$ cat config.mk
export PLATFORM = sky130hd
export DESIGN_NAME = seq_gen
export DESIGN_NICKNAME = d
export VERILOG_FILES = /design/src/rtl/seq_gen.sv
export SDC_FILE = /design/constraint.sdc
export NUM_CORES = 1
export LEC_CHECK = 0
export CORE_MARGIN = 5
export CORE_UTILIZATION = 33
export DETAILED_ROUTE_END_ITERATION = 12
export MAX_ROUTING_LAYER = met4
export RECOVER_POWER = 25
export SLEW_MARGIN = 20
export SYNTH_ARGS = -nofsm -noshare
export SYNTH_HDL_FRONTEND = slang
export SYNTH_SLANG_ARGS = --single-unit
$ cat constraint.sdc
create_clock -name clk -period 3.9 [get_ports clk]
set_clock_uncertainty 0.15 [all_clocks]
set_input_delay 0.78 -clock clk [delete_from_list [all_inputs] [get_ports clk]]
set_output_delay 0.78 -clock clk [all_outputs]
set_load 0.1 [all_outputs]
$ cat src/rtl/seq_gen.sv
`default_nettype none
// ============================================================================
// Module   : seq_gen
// Purpose  : Serial MSB-first pattern transmitter with repeat count and gap.
//            Optional macro SEQ_GEN_PARITY_EN appends an even-parity bit.
// Revision : 1.0 - initial release
// ============================================================================
module seq_gen #(
    parameter int               WIDTH = 5,
    parameter logic [WIDTH-1:0] SEQ   = 5'b10010,
    parameter int               RPT_W = 8,
    parameter int               GAP_W = 4
) (
    input  logic             clk,
    input  logic             rst_n,
    input  logic             start,
    input  logic             load_en,
    input  logic [WIDTH-1:0] load_pat,
    input  logic [RPT_W-1:0] rpt_cnt,
    input  logic [GAP_W-1:0] gap_cyc,
    output logic             out,
    output logic             valid,
    output logic             busy,
    output logic             done
);

    localparam int             c_BIT_W = $clog2(WIDTH);
    localparam [c_BIT_W-1:0]   c_MSB   = c_BIT_W'(WIDTH - 1);

    typedef enum logic [1:0] {
        S_IDLE = 2'd0,
        S_SEND = 2'd1,
        S_GAP  = 2'd2,
        S_DONE = 2'd3
    } state_t;

    state_t             r_state, w_state_nxt;
    logic [WIDTH-1:0]   r_pat, w_pat_nxt;
    logic [c_BIT_W-1:0] r_bit, w_bit_nxt;
    logic [RPT_W-1:0]   r_rpt, w_rpt_nxt;
    logic [GAP_W-1:0]   r_gap, w_gap_nxt;
    logic [GAP_W-1:0]   r_gap_len, w_gap_len_nxt;
    logic               r_par, w_par_nxt;
    logic               r_out, w_out_nxt;
    logic               r_valid, w_valid_nxt;
    logic               r_busy, w_busy_nxt;
    logic               r_done, w_done_nxt;
    logic               w_end_rep;
    logic [WIDTH-1:0]   w_pat_eff;
    logic [RPT_W-1:0]   w_rpt_eff;

    // A same-cycle load must be the pattern this transmission starts with.
    assign w_pat_eff = load_en ? load_pat : r_pat;
    assign w_rpt_eff = (rpt_cnt == '0) ? RPT_W'(1) : rpt_cnt;

    always_ff @(posedge clk or negedge rst_n) begin
        if (!rst_n) begin
            r_state   <= S_IDLE;
            r_pat     <= SEQ;
            r_bit     <= '0;
            r_rpt     <= '0;
            r_gap     <= '0;
            r_gap_len <= '0;
            r_par     <= 1'b0;
            r_out     <= 1'b0;
            r_valid   <= 1'b0;
            r_busy    <= 1'b0;
            r_done    <= 1'b0;
        end else begin
            r_state   <= w_state_nxt;
            r_pat     <= w_pat_nxt;
            r_bit     <= w_bit_nxt;
            r_rpt     <= w_rpt_nxt;
            r_gap     <= w_gap_nxt;
            r_gap_len <= w_gap_len_nxt;
            r_par     <= w_par_nxt;
            r_out     <= w_out_nxt;
            r_valid   <= w_valid_nxt;
            r_busy    <= w_busy_nxt;
            r_done    <= w_done_nxt;
        end
    end

    // State encodes what is on the outputs now; the next bit is computed here
    // and registered so every output comes straight from a flop.
    always_comb begin
        w_state_nxt   = r_state;
        w_pat_nxt     = r_pat;
        w_bit_nxt     = r_bit;
        w_rpt_nxt     = r_rpt;
        w_gap_nxt     = r_gap;
        w_gap_len_nxt = r_gap_len;
        w_par_nxt     = r_par;
        w_out_nxt     = 1'b0;
        w_valid_nxt   = 1'b0;
        w_done_nxt    = 1'b0;
        w_end_rep     = 1'b0;

        case (r_state)
            S_IDLE: begin
                if (load_en) begin
                    w_pat_nxt = load_pat;
                end
                if (start) begin
                    w_state_nxt   = S_SEND;
                    w_bit_nxt     = c_MSB;
                    w_rpt_nxt     = w_rpt_eff;
                    w_gap_len_nxt = gap_cyc;
                    w_par_nxt     = 1'b0;
                    w_out_nxt     = w_pat_eff[c_MSB];
                    w_valid_nxt   = 1'b1;
                end
            end
            S_SEND: begin
                if (r_bit != '0) begin
                    w_bit_nxt   = r_bit - 1'b1;
                    w_out_nxt   = r_pat[r_bit - 1'b1];
                    w_valid_nxt = 1'b1;
                end else begin
`ifdef SEQ_GEN_PARITY_EN
                    if (!r_par) begin
                        w_par_nxt   = 1'b1;
                        w_out_nxt   = ^r_pat;
                        w_valid_nxt = 1'b1;
                    end else begin
                        w_par_nxt = 1'b0;
                        w_end_rep = 1'b1;
                    end
`else
                    w_end_rep = 1'b1;
`endif
                end
                if (w_end_rep) begin
                    if (r_rpt > RPT_W'(1)) begin
                        w_rpt_nxt = r_rpt - 1'b1;
                        if (r_gap_len != '0) begin
                            w_state_nxt = S_GAP;
                            w_gap_nxt   = r_gap_len;
                        end else begin
                            w_bit_nxt   = c_MSB;
                            w_out_nxt   = r_pat[c_MSB];
                            w_valid_nxt = 1'b1;
                        end
                    end else begin
                        w_state_nxt = S_DONE;
                        w_done_nxt  = 1'b1;
                    end
                end
            end
            S_GAP: begin
                if (r_gap == GAP_W'(1)) begin
                    w_state_nxt = S_SEND;
                    w_bit_nxt   = c_MSB;
                    w_out_nxt   = r_pat[c_MSB];
                    w_valid_nxt = 1'b1;
                end else begin
                    w_gap_nxt = r_gap - 1'b1;
                end
            end
            S_DONE: begin
                w_state_nxt = S_IDLE;
            end
            default: begin
                w_state_nxt = S_IDLE;
            end
        endcase

        w_busy_nxt = (w_state_nxt != S_IDLE);
    end

    assign out   = r_out;
    assign valid = r_valid;
    assign busy  = r_busy;
    assign done  = r_done;

endmodule
`default_nettype wire

* Yosys cells after proc, flatten, opt, wreduce, memory -nomap -nowiden
Cells that the tools add are included.
W data, S select, Z words.
** Storage, ports and cells
- Input port bits :: 21
- Register bits after elaboration :: 30
- Word-level logic and storage cells :: 84
- Output and inout port bits :: 4
** Cells by class
- Eq/ne operators :: 10
- Mux-type cells :: 45
- Add/sub/neg operators :: 3
- Magnitude comparators :: 2
- Reduce and logical (&&, ||, !) cells :: 13
** Operators with widths (count)
- $mux W8 :: 4
- $mux W1 :: 18
- $mux W3 :: 6
- $mux W4 :: 4
- $pmux W8 S2 :: 1
- $ne A2 B2 Y1 const B :: 6
- $mux W2 :: 5
- $pmux W3 S3 :: 1
- $gt A8 B1 Y1 const B :: 1
- $logic_not A8 Y1 :: 1
- $pmux W2 S4 :: 1
- $pmux W4 S2 :: 1
- $sub A8 B1 Y8 const B :: 1
- $pmux W1 S3 :: 2
- $reduce_bool A2 Y1 :: 3
- $reduce_bool A3 Y1 :: 2
- $mux W5 :: 1
- $reduce_and A5 Y1 :: 1
- $eq A2 B2 Y1 const B :: 2
- $eq A4 B1 Y1 const B :: 1
- $lt A3 B4 Y1 const B :: 1
- $reduce_and A2 Y1 :: 2
- $reduce_and A4 Y1 :: 1
- $reduce_bool A4 Y1 :: 1
- other kinds (6) :: 6

* Depth between registers and ports, before layout
- Depth after elaboration :: 8
- Mapped depth :: 6

* Worst setup path before layout
Ideal clock, no wire load.
- Kind :: input port to flip-flop
- Start point :: input start
- End point :: register r_rpt[7]
- Path slack :: 1.869 ns
- Setup time :: 0.132 ns
- Data required time :: 3.618 ns
- Data arrival time :: 1.749 ns
- Stages on the path :: 5
- Buffers on the path :: 1
- Cell sequence :: or3b_1 buf_6 and2_4 nor4_1 o22ai_1
** Between the ends
- Cells in the longest elaborated chain, start to end :: 2
** RTL lines
- start: declaration :: RTL line 16 : input logic start,
- $ne A2 B2 Y1 (no source line)
- $reduce_and A4 Y1 (no source line)
- end signal: assignment :: RTL line 73 : r_rpt <= w_rpt_nxt;
- end: declaration :: RTL line 40 : logic [RPT_W-1:0] r_rpt, w_rpt_nxt;
Every way passes these cells.
A chain may end at the register's enable or synchronous reset.

* Final worst setup path
- Start point :: register r_out (netlist: out)
- End point :: output out
** RTL lines
- start: declaration :: RTL line 44 : logic r_out, w_out_nxt;
- start signal: assignment :: RTL line 77 : r_out <= w_out_nxt;
- end: declaration :: RTL line 21 : output logic out,
No word-level cell between the ends.

==> run_results.csv <==
group,metric,value,unit
status,status,"complete, but fails checks",
status,violations,"capacitance limit, slew limit",
drt,route.detailed.drc,0,
clock_network,htreeDepth,2,
power,irDropWorstVdd,0.2676,mV
yosys,ys_seq_elements,30,
yosys,syn_area,0.001715,mm2
floorplan,io_pins,25,
final_layout,nFillCells,519,
power,p_leak,0.8697,nW
final_layout,fin_nets,229,
placement,postPlaceCellArea,0.002026,mm2
yosys,synth-edff-count,0,
yosys,syn_avg_cell_area,9.802,um2
setup_path,crit_type,"reg2out",
hold_path,hp-start,"r_pat[3]$_DFFE_PN0P_",
placement,finalWeightedCongestion,0.8029,
clock_network,cts_tree,"built",
yosys,syn-num-nets,202,
power,pwr-share-seq,0.355,
global_route,grt_start_max_net_pins,31,
clock_network,clk_pin_slew,70,ps
final_layout,final_util,0.4201,
yosys,seq_area_frac_synth,0.4391,
clock_network,hold_buffers,0,
power,pwr-share-comb,0.477,
floorplan,core,0.005075,mm2
timing,fin_tns_setup,0,ps
setup_path,critical-path-top-delay-family,"buffers and inverters",
power,internal-power,0.001010,W
setup_path,path_max_fanout,1,
timing,hold_viol_final,0,
drt,wl_per_cell,13.73,um
timing,slew_viol_final,31,
setup_path,cpMaxStageDelayCell,"clkdlybuf4s50_1",
yosys,synth_largest_area_cell,"dfrtp_1",
yosys,yosysTopAreaCellShare,0.4085,
yosys,synth_cells,175,
timing,setup_viol_count_final,0,
power,p_clk_frac,0.168,
final_layout,final_cell_mix,"dfrtp_1 (28), clkdlybuf4s50_1 (23), nand2_1 (14), a21oi_1 (14), nor2_1 (11)",
yosys,yosys_warnings,0,
setup_path,cp_data_arrival_time,1740,ps
yosys,ys_types,48,
setup_path,reg2reg_from,"r_gap[1]$_DFFE_PN0P_",
final_layout,final_common_cell,"dfrtp_1",
global_route,grt_util_all_layers,0.1314,
setup_path,path_buf_inv,1,
yosys,async_flop_share,1.000,
hold_path,hold_path.class,"reg2reg",
clock_network,cts_setup_buffers,0,
clock_network,cts_sinks,30,
power,p_switching,0.0007523,W
drt,drt_wl_total,3.748,mm
clock_network,clock_tree.buffer_depth,2,
final_layout,drive_gt1_frac,0.1379,
setup_path,crit_chain,"clkdlybuf4s50_1",
clock_network,clk_latency,280,ps
yosys,yosys-top-cells-area,"dfrtp_1 (41%), mux2_2 (5.9%), ha_1 (4.4%)",
drt,ant_nets,0,
drt,drtIter0Drc,70,
global_route,grt_pass1_wl,6.492,mm
floorplan,fp.dieW,82.10,um
clock_network,numCtsBuffers,5,
setup_path,cp-start-kind,"flop",
placement,io_buffer_count,24,
timing,whs,366.0,ps
placement,dpl.hpwl,2.748,mm
final_layout,antenna_cells,0,
floorplan,design.die.area,0.006740,mm2
clock_network,cts_resized,0,
timing,min_period_over_period,0.6850,
global_route,grt_pass1_vias,1407,
job,drv_cap,1,
timing,clock.fmax,374.3,MHz
power,power_switching_share,0.4269,
power,powerDensity,826.5,mW/mm2
drt,num_vias,1382,
timing,relSlewSlack,-0.06212,
timing,post-route-min-period,2671,ps
global_route,grt_overflow_total,0,
drt,dr.pass1.iters,4,
setup_path,end_kind,"output port",
global_route,antenna_found_initial,0,
timing,worst_slew_pin_slew,1593,ps
final_layout,syn2layout_area_growth,24.29,%
floorplan,initial_core_util,0.3380,
clock_network,cts_root_buf,"clkbuf_8",
floorplan,rows,26,
drt,via_per_inst,5.062,
setup_path,critical_path.max_stage_delay,1130,ps
yosys,ys.flop_type,"dfrtp_1",
floorplan,die_h,82.10,um
final_layout,final_area,0.002132,mm2
timing,rsz0062_at_grt,"false",
setup_path,crit_start,"out$_DFF_PN0_",
setup_path,required,2970,ps
## flip-flops by register name, summed over array words and instances, names as in the netlist
name and cells:
r_rpt 8, r_pat 5, r_gap 4, r_gap_len 4, r_bit 3, r_state 2, busy 1, done 1
out 1, valid 1
## final timing paths
kind,end,slack [ps],depth (start not counted)
setup / recovery,out,1230,1
hold / removal,r_pat[3]$_DFFE_PN0P_,370,1
hold reg to reg,r_pat[3]$_DFFE_PN0P_,370,1
min in group asynchronous,done$_DFF_PN0_,1280,2
max in group asynchronous,r_gap_len[0]$_DFFE_PN0P_,1390,2
setup reg to reg,r_gap[0]$_DFFE_PN0P_,1760,6
## synth_stat cells, types with 2 or more instances
| library cell | instances |
|---|---|
| inv_1 | 7 |
| o21ai_0 | 6 |
| nor3b_1 | 3 |
| mux2i_1 | 2 |
| ha_1 | 6 |
| nand2b_1 | 4 |
| nor2b_1 | 2 |
| a211o_1 | 2 |
| clkbuf_1 | 3 |
| a21oi_1 | 14 |
| dfstp_2 | 2 |
| o31ai_1 | 3 |
| nor3_1 | 5 |
| nand2_1 | 14 |
| o22ai_1 | 6 |
| mux2_2 | 9 |
| dfrtp_1 | 28 |
| or3_1 | 2 |
| or4_1 | 3 |
| nand3_1 | 5 |
| and2_1 | 2 |
| a31oi_1 | 4 |
| buf_2 | 2 |
| o2bb2ai_1 | 2 |
| nor2_1 | 11 |
| nor4_1 | 6 |
## power by group through the flow
stage               clock network (W)  logic, W  registers [W]
floorplan                           0  0.000606       0.000666
global placement                    0  0.000840       0.000632
detailed placement                  0  0.000839       0.000628
CTS                          0.000303  0.000844       0.000623
global route                 0.000317  0.000943       0.000654
finish                       0.000296  0.000840       0.000626
## final cells by class
cell class	count	area (um2)	area share
multi-input combinational	132	903.4	0.4237
sequential	30	753.2	0.3533
timing repair buffer	26	251.5	0.1180
clock buffer	8	110.1	0.05164
tap	70	87.58	0.04108
inverter	7	26.28	0.01232
## metal layers
metal / global-route usage / wire [um]
met1: 0.1664 / 1859
met3: 0.03905 / 146
met4: 0.04651 / 59
met2: 0.1995 / 1684
met5: - / 0
## cells by family (layout without fill, tap and decap cells)
family	Yosys count	after routing	share of synthesized area
DFF	30	30	0.4391
buffers and inverters	13	41	0.03428
and+or+nand+nor	66	66	0.2159
muxes	12	12	0.08388
AOI/OAI and AO/OA	47	47	0.1780
xor gates and xnor gates	1	1	0.005107
adders and majority gates	6	6	0.04376
## through the flow
| step | setup slack, ps | cells | total power (W) |
|---|---|---|---|
| 2_1_floorplan | 1869 | 175 | 0.001271 |
| 3_3_place_gp | 1114 | 265 | 0.001472 |
| 3_5_place_dp | 1096 | 265 | 0.001467 |
| 4_1_cts | 1213 | 273 | 0.001770 |
| 5_1_grt | 1017 | 273 | 0.001913 |
| 6_report | 1229 | 273 | 0.001762 |
Power figures use the tool's default switching activity.
==> RTL edit 1: new RTL, config.mk and constraints unchanged <==
The option `SEQ_GEN_PARITY_EN` is turned on by a define.
--- a/src/rtl/seq_gen.sv
+++ b/src/rtl/seq_gen.sv
@@ -6,4 +6,6 @@
 // Revision : 1.0 - initial release
 // ============================================================================
+`define SEQ_GEN_PARITY_EN
+
 module seq_gen #(
     parameter int               WIDTH = 5,
Function: changed (Yosys sat finds a counterexample within 10 cycles, from zero or initial values and one cycle with rst_n low).
==> RTL edit 1 against the unedited design <==
  * The run still ends with max-capacitance violations, max-slew violations left
  * Sequential cell count is 1 higher
  * Global-route usage is 0.60 points lower
  * Die area is 7.8% higher
  * Cell area is 5.8% higher
  * Synthesized area is 8.9% higher
  * Combinational power is 8.0% higher
  * Power is 2.1% higher
  * Worst setup slack better by 0.012 ns
  * Wire length is 11% higher
  * Non-clock buffer count stayed put
  * Highest routed layer unchanged
==> RTL edit 1: results (changes against the unedited design) <==
run status = finished, violations left
failing checks = max-capacitance violations, max-slew violations
Starting DRT DRC Count = 91 (+30%)
Max H-tree Level = 2 (unchanged)
CTS max path bufs = 2 (unchanged)
Worst IR Drop VDD = 0.313 mV (+17%)
combinational power = 0.907 mW (+8.0%)
Arr. time, crit path = 1.73 ns
Routed WL = 4.14 mm (+11%)
max-slew violations = 32 (+3.2%)
Worst-Margin Slew = 1.70 ns (+0.106 ns)
pre-CTS setup slack = 1.09 ns (-0.00110 ns)
Seq pwr share = 0.353 (-0.002)
Non-Filler Instances = 291 (+6.6%)
layout cell share with drive strength beyond 1 = 0.110 (-0.0283)
reg2reg path depth = 4 (-2)
vias = 1564 (+13%)
gpl congestion = 0.793 (-1.3%)
HPWL after DPL = 3.09 mm (+12%)
Leak Pwr = 0.914 nW (+5.1%)
hold depth = 2 (+1)
GRT Overall Usage = 0.125 (-0.00595)
number of global-route vias before repair = 1495 (+6.3%)
most common library cells after synthesis = 29 x dfrtp_1, 19 x nand2_1, 14 x a21oi_1
Max Cap Viol = 1 (unchanged)
Unique masters post-synth = 55 (+15%)
Pwr per Cell Area = 797 nW/um2 (-3.5%)
pin count of the biggest net entering global routing = 32 (+3.2%)
CP max stage cell = clkdlybuf4s50_1
Cell Count Post-Placement = 283 (+6.8%)
P_int = 1.03 mW (+2.0%)
placed cell area = 2170 um2 (+7.0%)
Post-Syn Nets = 221 (+9.4%)
Seq/Total Area, Yosys = 0.417 (-0.0225)
post-layout net count = 245 (+7.0%)
Gate Count Post-Synth = 194 (+11%)
first-pass GRT wire length = 7.07 mm (+8.8%)
top cells by area, synth = dfrtp_1 39%, ha_1 4.0%, nand2_1 3.8%
[RTL edit 1: cell count changes after synthesis, sizes merged, moves of 2 or more]
cell     before  now
o211ai        1    4
nor2b         2    4
a211oi        0    3
a22oi         1    3
o22ai         6    2
o32ai         0    2
nor4          7    4
o2bb2ai       2    6
o31ai         3    1
nand2        14   20
mux2          9    5
clkbuf        3    5
nor3b         3    5
[RTL edit 1: path summary, 6_finish.rpt]
check / from / to / slack [ns]
max: valid$_DFF_PN0_ / valid / 1.24
min: r_gap_len[3]$_DFFE_PN0P_ / r_gap_len[3]$_DFFE_PN0P_ / 0.38
max reg2reg: r_state[1]$_DFF_PN0_ / r_gap[0]$_DFFE_PN0P_ / 1.42
min reg2reg: r_gap_len[3]$_DFFE_PN0P_ / r_gap_len[3]$_DFFE_PN0P_ / 0.38
max in group asynchronous: rst_n / r_rpt[3]$_DFFE_PN0P_ / 1.29
min in group asynchronous: rst_n / out$_DFF_PN0_ / 1.32
[RTL edit 1: layout make-up]
class / count / area [um2]
clock inverter: 1 / 5.00
sequential: 31 / 778
tap: 72 / 90.1
multi-input combinational: 147 / 1020
clock buffer: 7 / 86.3
timing repair buffer: 26 / 251
inverter: 7 / 26.3
fill: 547 / 3250
[RTL edit 1: metal layers]
| layer | global-route usage | wire length (um) |
|---|---|---|
| met1 | 0.164 | 1990 |
| met2 | 0.184 | 1890 |
| met3 | 0.0282 | 178 |
| met4 | 0.0576 | 91 |
| met5 | - | 0 |
[RTL edit 1: cells by family after synthesis]
family                     synth area share
and+or+nand+nor                       0.217
AOI/OAI and AO/OA                     0.209
DFF                                   0.417
buffers and inverters                0.0382
muxes                                0.0529
adders and majority gates            0.0402
xor gates and xnor gates             0.0261
==> RTL edit 2: new RTL, same flow settings <==
Made on the original files. Encoding of `state_t`: now one-hot (4 bits for 4 states).
--- a/src/rtl/seq_gen.sv
+++ b/src/rtl/seq_gen.sv
@@ -28,9 +28,9 @@
     localparam [c_BIT_W-1:0]   c_MSB   = c_BIT_W'(WIDTH - 1);
 
-    typedef enum logic [1:0] {
-        S_IDLE = 2'd0,
-        S_SEND = 2'd1,
-        S_GAP  = 2'd2,
-        S_DONE = 2'd3
+    typedef enum logic [3:0] {
+        S_IDLE = 4'b0001,
+        S_SEND = 4'b0010,
+        S_GAP  = 4'b0100,
+        S_DONE = 4'b1000
     } state_t;
 
Check against the original RTL: same outputs for any inputs over 10 cycles, from zero or initial values and one cycle with rst_n low; not proved beyond that.
==> RTL edit 2 against the unedited design <==
  * The flow still finishes with violations (max-capacitance violations, max-slew violations)
  * Die area increased by 3.8%
  * Synthesized cell count fell by 2.9%
  * Count of clock-buffer cells in the layout decreased by 2
  * Global-route usage fell by 1.8 points
  * Critical path type unchanged
  * Sequential power increased by 1%
  * Wire length fell by 2.1%
  * Cell area grew 3.5%
  * Power shrank 5.3%
  * Synthesized area is 4.4% higher
  * Worst setup slack better by 0.013 ns
  * Sequential cell count up 2
==> RTL edit 2: results (changes against the unedited design) <==
flip-flop and latch area = 805 um2 (+6.8%)
switching power = 0.665 mW (-12%)
failing checks = max-capacitance violations, max-slew violations
CTS Sinks = 32 (+6.7%)
most common library cells after synthesis = 29 x dfrtp_1, 11 x inv_1, 11 x nand2_1
Non-clock buffers, area share = 0.111 (-0.00741)
pre-CTS setup slack = 1.16 ns (+0.0641 ns)
top flop regs = r_rpt x8, r_pat x5
HPWL after DPL = 2.79 mm (+1.4%)
layout cell share with drive strength beyond 1 = 0.146 (+0.00780)
CTS max path bufs = 2 (unchanged)
fraction of area in multi-input gates = 0.418 (-0.00591)
root cell of the clock tree = clkbuf_8
number of signal-net buffers in the layout = 25 (-3.8%)
Unique masters post-synth = 52 (+8.3%)
Leak Pwr = 0.885 nW (+1.7%)
critical path's largest stage delay = 1.12 ns
# diodes = 0 (unchanged)
run status = finished, violations left
maximum fanout along the worst path = 1 (unchanged)
first-pass GRT wire length = 6.34 mm (-2.3%)
FILL cells = 527 (+1.5%)
number of global-route vias before repair = 1339 (-4.8%)
Seq/Total Area, Yosys = 0.449 (+0.0102)
clk cell area share = 0.0488 (-0.00289)
top cells by area, synth = dfrtp_1 41%, mux2_2 5.7%, dfstp_2 4.4%
Starting DRT DRC Count = 59 (-16%)
vias = 1396 (+1.0%)
Gate Count Post-Synth = 170 (-2.9%)
inverters = 11 (+4)
gpl congestion = 0.804 (+0.15%)
reg2reg path depth = 4 (-2)
post-layout net count = 225 (-1.7%)
Tcrit/Tclk final = 0.682 (-0.00346)
max-slew violations = 33 (+6.5%)
final-layout clock buffer total = 6 (-2)
CP max stage cell = clkdlybuf4s50_1
Worst IR Drop VDD = 0.267 mV (-0.16%)
pin count of the biggest net entering global routing = 33 (+6.5%)
Max Cap Viol = 1 (unchanged)
GRT Overall Usage = 0.113 (-0.0184)
Cell Count Post-Placement = 261 (-1.5%)
Worst-Margin Slew = 1.69 ns (+0.0956 ns)
Non-Filler Instances = 269 (-1.5%)
Routed WL = 3.67 mm (-2.1%)
#MultiIn Comb = 123 (-6.8%)
cts bufs inserted = 5 (unchanged)
Post-Syn Nets = 197 (-2.5%)
cell taking the most area after synthesis = dfrtp_1
## RTL edit 2: power by group through the flow
stage	clock (mW)	sequential [mW]	combinational, mW
final	0.307	0.635	0.728
after floorplan	0	0.699	0.495
after global placement	0	0.637	0.733
after global routing	0.329	0.666	0.808
after detailed placement	0	0.641	0.737
after CTS	0.314	0.636	0.738
## RTL edit 2: per-layer routing
layer / vias up / GRT usage / part of all wire / routed length (um)
li1: 701 / - / - / -
met1: 664 / 0.147 / 0.49 / 1780
met2: 27 / 0.172 / 0.46 / 1670
met3: 4 / 0.0296 / 0.048 / 177
met4: 0 / 0.0351 / 0.0098 / 36
met5: - / - / 0 / 0
## RTL edit 2: per-stage QoR
step / hold slack, ns / area [um2]
finish: 0.360 / 2210
global route: 0.380 / 2210
CTS: 0.362 / 2210
detailed placement: 0.346 / 2100
global placement: 0.340 / 2100
floorplan: 0.324 / 1790
## RTL edit 2: cell families after synthesis
logic type / share of synthesized area
fa+ha+maj: 0.0419
flops: 0.449
simple gates: 0.212
mux: 0.0811
buf+inv: 0.0356
xor+xnor: 0.00489
compound gates: 0.175
## RTL edit 2: worst paths after layout
kind	to	from	slack, ns
max	valid	valid$_DFF_PN0_	1.24
min	r_pat[3]$_DFFE_PN0P_	r_pat[3]$_DFFE_PN0P_	0.36
max reg2reg	r_rpt[1]$_DFFE_PN0P_	r_state[2]$_DFF_PN0_	1.27
min reg2reg	r_pat[3]$_DFFE_PN0P_	r_pat[3]$_DFFE_PN0P_	0.36
max in group asynchronous	r_state[1]$_DFF_PN0_	rst_n	1.30
min in group asynchronous	r_gap_len[1]$_DFFE_PN0P_	rst_n	1.32
